## config.mk

```make
export PLATFORM = sky130hd
export DESIGN_NAME = ctrl_seq_flat
export DESIGN_NICKNAME = d
export VERILOG_FILES = /design/src/rtl/ctrl_seq_pkg.sv /design/src/rtl/ctrl_seq_if.sv /design/src/rtl/ctrl_seq_decode.sv /design/src/rtl/ctrl_seq.sv /design/src/flat_wrapper.sv
export SDC_FILE = /design/constraint.sdc
export NUM_CORES = 1
export LEC_CHECK = 0
export CAP_MARGIN = 40
export CORE_MARGIN = 5
export CORE_UTILIZATION = 40
export CTS_CLUSTER_SIZE = 30
export DETAILED_ROUTE_END_ITERATION = 8
export PLACE_DENSITY = 0.71
export SETUP_SLACK_MARGIN = 0.05
export SLEW_MARGIN = 15
export SYNTH_ARGS = -nofsm -noshare
export SYNTH_HDL_FRONTEND = slang
export SYNTH_HIERARCHICAL = 1
export SYNTH_SLANG_ARGS = --single-unit
export TNS_END_PERCENT = 100
```

## constraint.sdc

```tcl
create_clock -name clk -period 2.3 [get_ports clk]
set_input_delay 0.46 -clock clk [delete_from_list [all_inputs] [get_ports clk]]
set_output_delay 0.46 -clock clk [all_outputs]
set_load 0.02 [all_outputs]
```

## src/rtl/ctrl_seq_pkg.sv

```systemverilog
// Shared opcode, funct5, alu_op and amo_phase encodings, the sequencer state enum,
// and the registered control word handed to execute.
package ctrl_pkg;

  localparam logic [6:0] OPC_LOAD   = 7'b0000011;
  localparam logic [6:0] OPC_STORE  = 7'b0100011;
  localparam logic [6:0] OPC_BRANCH = 7'b1100011;
  localparam logic [6:0] OPC_OP     = 7'b0110011;
  localparam logic [6:0] OPC_OP_IMM = 7'b0010011;
  localparam logic [6:0] OPC_JAL    = 7'b1101111;
  localparam logic [6:0] OPC_JALR   = 7'b1100111;
  localparam logic [6:0] OPC_LUI    = 7'b0110111;
  localparam logic [6:0] OPC_AUIPC  = 7'b0010111;
  localparam logic [6:0] OPC_AMO    = 7'b0101111;

  localparam logic [4:0] F5_LR = 5'b00010;
  localparam logic [4:0] F5_SC = 5'b00011;

  localparam logic [2:0] ALU_MEM = 3'b000;
  localparam logic [2:0] ALU_BR  = 3'b001;
  localparam logic [2:0] ALU_OP  = 3'b010;
  localparam logic [2:0] ALU_JMP = 3'b011;
  localparam logic [2:0] ALU_AMO = 3'b100;
  localparam logic [2:0] ALU_IMM = 3'b110;
  localparam logic [2:0] ALU_ILL = 3'b111;

  localparam logic [1:0] PH_NONE = 2'b00;
  localparam logic [1:0] PH_RD   = 2'b01;
  localparam logic [1:0] PH_WR   = 2'b10;

  typedef enum logic [1:0] {ST_IDLE, ST_HOLD, ST_AMO_RD, ST_AMO_WR} state_t;

  typedef struct packed {
    logic       vld;
    logic       branch;
    logic       mem_read;
    logic       mem_to_reg;
    logic       mem_write;
    logic       alu_src;
    logic       reg_write;
    logic [2:0] alu_op;
    logic [1:0] amo_phase;
    logic       sc_fail;
    logic       illegal;
  } ctrl_word_t;

endpackage

```

## src/rtl/ctrl_seq_if.sv

```systemverilog
// Instruction-in / control-word-out handshake bundle; master drives instructions,
// slave (the sequencer) returns ready and the registered control word.
interface ctrl_seq_if #(parameter int ADDR_W = 32);
  logic              in_valid;
  logic              in_ready;
  logic [31:0]       instruction;
  logic [ADDR_W-1:0] mem_addr;
  logic              flush;
  logic              out_valid;
  logic              out_ready;
  logic              branch;
  logic              mem_read;
  logic              mem_to_reg;
  logic              mem_write;
  logic              alu_src;
  logic              reg_write;
  logic [2:0]        alu_op;
  logic [1:0]        amo_phase;
  logic              sc_fail;
  logic              illegal;

  modport master (
    output in_valid, instruction, mem_addr, flush, out_ready,
    input  in_ready, out_valid, branch, mem_read, mem_to_reg, mem_write,
           alu_src, reg_write, alu_op, amo_phase, sc_fail, illegal
  );

  modport slave (
    input  in_valid, instruction, mem_addr, flush, out_ready,
    output in_ready, out_valid, branch, mem_read, mem_to_reg, mem_write,
           alu_src, reg_write, alu_op, amo_phase, sc_fail, illegal
  );
endinterface

```

## src/rtl/ctrl_seq_decode.sv

```systemverilog
// Combinational opcode-class decoder; AMO opcodes only get alu_op here, the
// sequencer fills in the phase-dependent bits.
module ctrl_decode
  import ctrl_pkg::*;
(
  input  logic [6:0] i_opcode,
  output ctrl_word_t o_word
);

  always_comb begin
    o_word     = '0;
    o_word.vld = 1'b1;
    case (i_opcode)
      OPC_LOAD: begin
        o_word.mem_read   = 1'b1;
        o_word.mem_to_reg = 1'b1;
        o_word.reg_write  = 1'b1;
        o_word.alu_src    = 1'b1;
        o_word.alu_op     = ALU_MEM;
      end
      OPC_STORE: begin
        o_word.mem_write = 1'b1;
        o_word.alu_src   = 1'b1;
        o_word.alu_op    = ALU_MEM;
      end
      OPC_BRANCH: begin
        o_word.branch = 1'b1;
        o_word.alu_op = ALU_BR;
      end
      OPC_OP: begin
        o_word.reg_write = 1'b1;
        o_word.alu_op    = ALU_OP;
      end
      OPC_OP_IMM: begin
        o_word.reg_write = 1'b1;
        o_word.alu_src   = 1'b1;
        o_word.alu_op    = ALU_IMM;
      end
      OPC_JAL, OPC_JALR, OPC_LUI, OPC_AUIPC: begin
        o_word.reg_write = 1'b1;
        o_word.alu_src   = 1'b1;
        o_word.alu_op    = ALU_JMP;
      end
      OPC_AMO: o_word.alu_op = ALU_AMO;
      default: begin
        o_word.alu_op  = ALU_ILL;
        o_word.illegal = 1'b1;
      end
    endcase
  end

endmodule

```

## src/rtl/ctrl_seq.sv

```systemverilog
// Registered control sequencer: one-cycle accept-to-word latency, AMOs split into
// read/write phases, LR/SC reservation; in_ready drops while a word is stuck or an AMO runs.
module ctrl_seq
  import ctrl_pkg::*;
#(
  parameter int ADDR_W    = 32,
  parameter int GRAIN_LSB = 2
) (
  input  logic       clk,
  input  logic       rst_n,
  ctrl_seq_if.slave  io_bus
);

  localparam int GW = ADDR_W - GRAIN_LSB;

  state_t         r_state, w_state_nxt;
  ctrl_word_t     r_word, w_word_nxt, w_dec;
  logic           r_rsv_vld, w_rsv_vld_nxt;
  logic [GW-1:0]  r_rsv_gran, w_rsv_gran_nxt, w_gran;
  logic [6:0]     w_opcode;
  logic [4:0]     w_funct5;
  logic           w_accept, w_match, w_unused;

  assign w_opcode = io_bus.instruction[6:0];
  assign w_funct5 = io_bus.instruction[31:27];
  assign w_gran   = io_bus.mem_addr[ADDR_W-1:GRAIN_LSB];
  assign w_unused = ^{io_bus.instruction[26:7], io_bus.mem_addr[GRAIN_LSB-1:0]};

  // Reservation is judged on its registered value, i.e. as it stood at cycle start.
  assign w_match = r_rsv_vld && (r_rsv_gran == w_gran);

  assign io_bus.in_ready = (r_state == ST_IDLE) || ((r_state == ST_HOLD) && io_bus.out_ready);
  assign w_accept        = io_bus.in_valid && io_bus.in_ready && !io_bus.flush;

  ctrl_decode u_decode (.i_opcode(w_opcode), .o_word(w_dec));

  always_comb begin
    w_state_nxt    = r_state;
    w_word_nxt     = r_word;
    w_rsv_vld_nxt  = r_rsv_vld;
    w_rsv_gran_nxt = r_rsv_gran;
    if (io_bus.flush) begin
      w_state_nxt   = ST_IDLE;
      w_word_nxt    = '0;
      w_rsv_vld_nxt = 1'b0;
    end else begin
      case (r_state)
        ST_HOLD, ST_AMO_WR: begin
          if (io_bus.out_ready) begin
            w_state_nxt = ST_IDLE;
            w_word_nxt  = '0;
          end
        end
        ST_AMO_RD: begin
          if (io_bus.out_ready) begin
            w_state_nxt          = ST_AMO_WR;
            w_word_nxt           = '0;
            w_word_nxt.vld       = 1'b1;
            w_word_nxt.mem_write = 1'b1;
            w_word_nxt.alu_src   = 1'b1;
            w_word_nxt.alu_op    = ALU_AMO;
            w_word_nxt.amo_phase = PH_WR;
          end
        end
        default: ;
      endcase
      if (w_accept) begin
        w_state_nxt = ST_HOLD;
        w_word_nxt  = w_dec;
        if (w_opcode == OPC_AMO) begin
          if (w_funct5 == F5_SC) begin
            w_rsv_vld_nxt        = 1'b0;
            w_word_nxt.reg_write = 1'b1;
            if (w_match) begin
              w_word_nxt.mem_write = 1'b1;
              w_word_nxt.alu_src   = 1'b1;
              w_word_nxt.amo_phase = PH_WR;
            end else begin
              w_word_nxt.sc_fail = 1'b1;
            end
          end else begin
            // LR and the read phase of a full AMO share the same load-like bits.
            w_word_nxt.mem_read   = 1'b1;
            w_word_nxt.mem_to_reg = 1'b1;
            w_word_nxt.reg_write  = 1'b1;
            w_word_nxt.alu_src    = 1'b1;
            w_word_nxt.amo_phase  = PH_RD;
            if (w_funct5 == F5_LR) begin
              w_rsv_vld_nxt  = 1'b1;
              w_rsv_gran_nxt = w_gran;
            end else begin
              w_state_nxt = ST_AMO_RD;
              if (w_match) w_rsv_vld_nxt = 1'b0;
            end
          end
        end else if ((w_opcode == OPC_STORE) && w_match) begin
          w_rsv_vld_nxt = 1'b0;
        end
      end
    end
  end

  always_ff @(posedge clk or negedge rst_n) begin
    if (!rst_n) begin
      r_state    <= ST_IDLE;
      r_word     <= '0;
      r_rsv_vld  <= 1'b0;
      r_rsv_gran <= '0;
    end else begin
      r_state    <= w_state_nxt;
      r_word     <= w_word_nxt;
      r_rsv_vld  <= w_rsv_vld_nxt;
      r_rsv_gran <= w_rsv_gran_nxt;
    end
  end

  assign io_bus.out_valid  = r_word.vld;
  assign io_bus.branch     = r_word.branch;
  assign io_bus.mem_read   = r_word.mem_read;
  assign io_bus.mem_to_reg = r_word.mem_to_reg;
  assign io_bus.mem_write  = r_word.mem_write;
  assign io_bus.alu_src    = r_word.alu_src;
  assign io_bus.reg_write  = r_word.reg_write;
  assign io_bus.alu_op     = r_word.alu_op;
  assign io_bus.amo_phase  = r_word.amo_phase;
  assign io_bus.sc_fail    = r_word.sc_fail;
  assign io_bus.illegal    = r_word.illegal;

endmodule

```

## src/flat_wrapper.sv

```systemverilog
// flat-port wrapper written by rule: the top's interface ports become plain ports
module ctrl_seq_flat import ctrl_pkg::*;
#(
  parameter int ADDR_W    = 32,
  parameter int GRAIN_LSB = 2
)
  (clk, rst_n, io_bus_in_valid, io_bus_instruction, io_bus_mem_addr, io_bus_flush, io_bus_out_ready, io_bus_in_ready, io_bus_out_valid, io_bus_branch, io_bus_mem_read, io_bus_mem_to_reg, io_bus_mem_write, io_bus_alu_src, io_bus_reg_write, io_bus_alu_op, io_bus_amo_phase, io_bus_sc_fail, io_bus_illegal);
  ctrl_seq_if #(.ADDR_W(ADDR_W)) io_bus_i ();
  input  logic clk;
  input  logic rst_n;
  input wire logic [$bits(io_bus_i.in_valid)-1:0] io_bus_in_valid;
  input wire logic [$bits(io_bus_i.instruction)-1:0] io_bus_instruction;
  input wire logic [$bits(io_bus_i.mem_addr)-1:0] io_bus_mem_addr;
  input wire logic [$bits(io_bus_i.flush)-1:0] io_bus_flush;
  input wire logic [$bits(io_bus_i.out_ready)-1:0] io_bus_out_ready;
  output wire logic [$bits(io_bus_i.in_ready)-1:0] io_bus_in_ready;
  output wire logic [$bits(io_bus_i.out_valid)-1:0] io_bus_out_valid;
  output wire logic [$bits(io_bus_i.branch)-1:0] io_bus_branch;
  output wire logic [$bits(io_bus_i.mem_read)-1:0] io_bus_mem_read;
  output wire logic [$bits(io_bus_i.mem_to_reg)-1:0] io_bus_mem_to_reg;
  output wire logic [$bits(io_bus_i.mem_write)-1:0] io_bus_mem_write;
  output wire logic [$bits(io_bus_i.alu_src)-1:0] io_bus_alu_src;
  output wire logic [$bits(io_bus_i.reg_write)-1:0] io_bus_reg_write;
  output wire logic [$bits(io_bus_i.alu_op)-1:0] io_bus_alu_op;
  output wire logic [$bits(io_bus_i.amo_phase)-1:0] io_bus_amo_phase;
  output wire logic [$bits(io_bus_i.sc_fail)-1:0] io_bus_sc_fail;
  output wire logic [$bits(io_bus_i.illegal)-1:0] io_bus_illegal;
  assign io_bus_i.in_valid = io_bus_in_valid;
  assign io_bus_i.instruction = io_bus_instruction;
  assign io_bus_i.mem_addr = io_bus_mem_addr;
  assign io_bus_i.flush = io_bus_flush;
  assign io_bus_i.out_ready = io_bus_out_ready;
  assign io_bus_in_ready = io_bus_i.in_ready;
  assign io_bus_out_valid = io_bus_i.out_valid;
  assign io_bus_branch = io_bus_i.branch;
  assign io_bus_mem_read = io_bus_i.mem_read;
  assign io_bus_mem_to_reg = io_bus_i.mem_to_reg;
  assign io_bus_mem_write = io_bus_i.mem_write;
  assign io_bus_alu_src = io_bus_i.alu_src;
  assign io_bus_reg_write = io_bus_i.reg_write;
  assign io_bus_alu_op = io_bus_i.alu_op;
  assign io_bus_amo_phase = io_bus_i.amo_phase;
  assign io_bus_sc_fail = io_bus_i.sc_fail;
  assign io_bus_illegal = io_bus_i.illegal;
  ctrl_seq #(.ADDR_W(ADDR_W), .GRAIN_LSB(GRAIN_LSB)) u_core (.clk(clk), .rst_n(rst_n), .io_bus(io_bus_i));
endmodule
```

==> reports/metrics.yaml <==
skew_ns: 0.008398
syn-instance-count: 263
drv_cap: 0
grt_usage: 0.1529
layout.nets: 406
grt_max_degree: 34
dieWidth_um: 92.09
fill_cells: 640
endpoint_kind: "flip-flop"
grt_overflow_total: 0
setup_violations: 0
syn_area_per_cell_um2: 10.25
cts_root_buf: "clkbuf_8"
via_per_inst: 5.411
vias: 2262
cts_buffers: 5
fmax_mhz: 447.6
io-pin-count: 84
hp-class: "input pin to asynchronous set/reset pin"
clkTransAtPathRegs_ns: 0.10
first_global_vias: 2215
yosysUniqueCellTypes: 51
slowest_stage: "or4_4"
cp_max_fo: 3
min_period_ns: 2.234
rsz0062_at_grt: "false"
cp.arrival_ns: 2.46
placementRows: 30
synth_top_family_by_area: "simple AND/OR/NAND/NOR gates"
routed_wl_um: 6441
drc: 0
outcome: "complete, no violations"
muxShareOfSynthArea: 0.1207
power.total_w: 0.001738
seqCellArea_mm2: 0.001176
max_stage_delay_ns: 0.55
multi_input_area_mm2: 0.001456
drive_gt1_frac: 0.1982
final_util: 0.5451
initial_core_util: 0.4034
power_leakage_nw: 1.622
layout_commonest_cell: "clkdlybuf4s50_1"
ir_worst_vdd_uv: 285.9
finalHoldViolations: 0
p_per_area_mw_per_mm2: 477.2
grt_antenna_before_repair: 0
synth_edf_count: 0
htree_levels: 2
yosys_warnings: 6
areaGrowthSynthToFinish_pct: 35.14
die-area_mm2: 0.008480
worstPathRequired_ns: 2.52
clkSinkCount: 47
grt_pass1_wl_um: 10590
largest_reg_flops: 30
cts_tree: "done"
synth_area_mm2: 0.002695
dp_hpwl_um: 4886
ys_seq_area_frac: 0.4364
crit_chain: "clkdlybuf4s50_1 -> xnor2_2 -> buf_4 -> nand4_1 -> or4_4 -> or3_4 -> o211ai_1"
n_antenna_cell: 0
ys.flop_type: "dfrtp_1"
wl_per_cell_um: 15.41
drt_iter0_drc: 130
top_register: "u_core/r_rsv_gran"
ant_nets: 0
hold_buffers: 0
gp_congestion: 0.7577
finalMaxSlewViolations: 0
synth_xor_area_frac: 0.1040
start_kind: "input pin"
drt_first_pass_iters: 4
async_flop_share: 1.000
yosys.area_share.simple: 0.1773
relSlewSlack: 0.6251
critPathKind: "input pin to flip-flop"
synth-seq-cells: 47
clk_latency_ns: 0.30
synth_compound_area_frac: 0.1147
clockBufferDepth: 2
numPortBuffers: 61
post_cts_buffers: 0
timing.final.crit_share: 0.9714
final_cell_mix: "clkdlybuf4s50_1, dfrtp_1, mux2_2, nand2_1, buf_4"
synth_fa_ha_area_frac: 0
tightestPinTransition_ns: 0.5623
core_mm2: 0.006681
die_y_um: 92.09
==> per-layer routing <==
metal	wire length, µm	track usage
met1	2881	0.2012
met4	45	0.02599
met5	0	0
met3	378	0.03938
met2	3135	0.2567
==> metrics by stage <==
stage	worst slack, ns	instance area (µm²)	hold WS [ns]	setup TNS [ns]	instances
6_report	0.06582	3642	0.1404	0	418
5_1_grt	0.007025	3642	0.1794	0	418
4_1_cts	0.05833	3605	0.1558	0	418
3_5_place_dp	-0.4121	3497	0.4586	-1.421	410
3_3_place_gp	-0.3884	3497	0.4603	-1.311	410
2_1_floorplan	0.1247	2703	0.1644	0	265
==> cells by family after synthesis <==
| family | after synthesis |
|---|---|
| compound gates | 45 |
| mux | 29 |
| buf+inv | 24 |
| simple gates | 84 |
| flops | 47 |
| xor+xnor | 32 |
| other cells | 2 |
==> Yosys cell counts, drive strengths merged (3+ instances only) <==
library cell  count  share of area
clkbuf            7         0.0098
nand3             4         0.0074
inv               9          0.013
or4               3         0.0097
nand4            10          0.023
xnor2            16          0.052
mux2             28           0.12
nor2             10          0.014
nor2b             3         0.0097
a22o              5          0.016
nor3              6          0.011
a21oi             6          0.011
a31oi             4         0.0093
xor2             16          0.052
buf               8          0.022
o21ai            13          0.024
nor4              7          0.016
dfrtp            47           0.44
nand2b            4         0.0093
nand2            23          0.032
==> critical path: cells and delay by family <==
family	cells	cell delay, ns
AND/OR/NAND/NOR	3	0.99
AO/OA/AOI/OAI	1	0.18
buffers and inverters	2	0.61
XOR/XNOR	1	0.22
==> timing repair <==
| action | in CTS | in global routing |
|---|---|---|
| endpoints found under the setup margin | 3 | 4 |
| gates resized for setup | 4 | 7 |
| pin swaps | 3 | 3 |
==> area by class of cell <==
type / count / share of cell area
multi-input combinational: 194 / 0.3999
inverter: 9 / 0.009275
sequential: 47 / 0.3229
clock inverter: 1 / 0.002061
clock buffer: 7 / 0.02645
timing repair buffer: 80 / 0.2120
tap: 80 / 0.02748
==> where the power goes <==
part	internal, W	switching [W]
sequential	0.000843	0.0000118
clock	0.000274	0.000296
combinational	0.000166	0.000148
total	0.00128	0.000455
==> final timing paths <==
check                                                    startpoint                                     end  slack, ns  depth (start not counted)
worst max-delay path                            io_bus_mem_addr[20]  u_core/io_bus.amo_phase[1]$_DFFE_PN0P_       0.07                          7
worst min-delay path                                          rst_n      u_core/io_bus.mem_read$_DFFE_PN0P_       0.14                          1
worst max register to register    u_core/r_rsv_gran[17]$_DFFE_PN0P_  u_core/io_bus.amo_phase[1]$_DFFE_PN0P_       0.17                          5
worst min register to register  u_core/io_bus.reg_write$_DFFE_PN0P_     u_core/io_bus.reg_write$_DFFE_PN0P_       0.47                          2
max in group asynchronous                                     rst_n     u_core/io_bus.alu_op[2]$_DFFE_PN0P_       1.62                          2
min in group clk                                 io_bus_mem_addr[7]        u_core/r_rsv_gran[5]$_DFFE_PN0P_       0.45                          2
(Power assumes the default switching activity.)
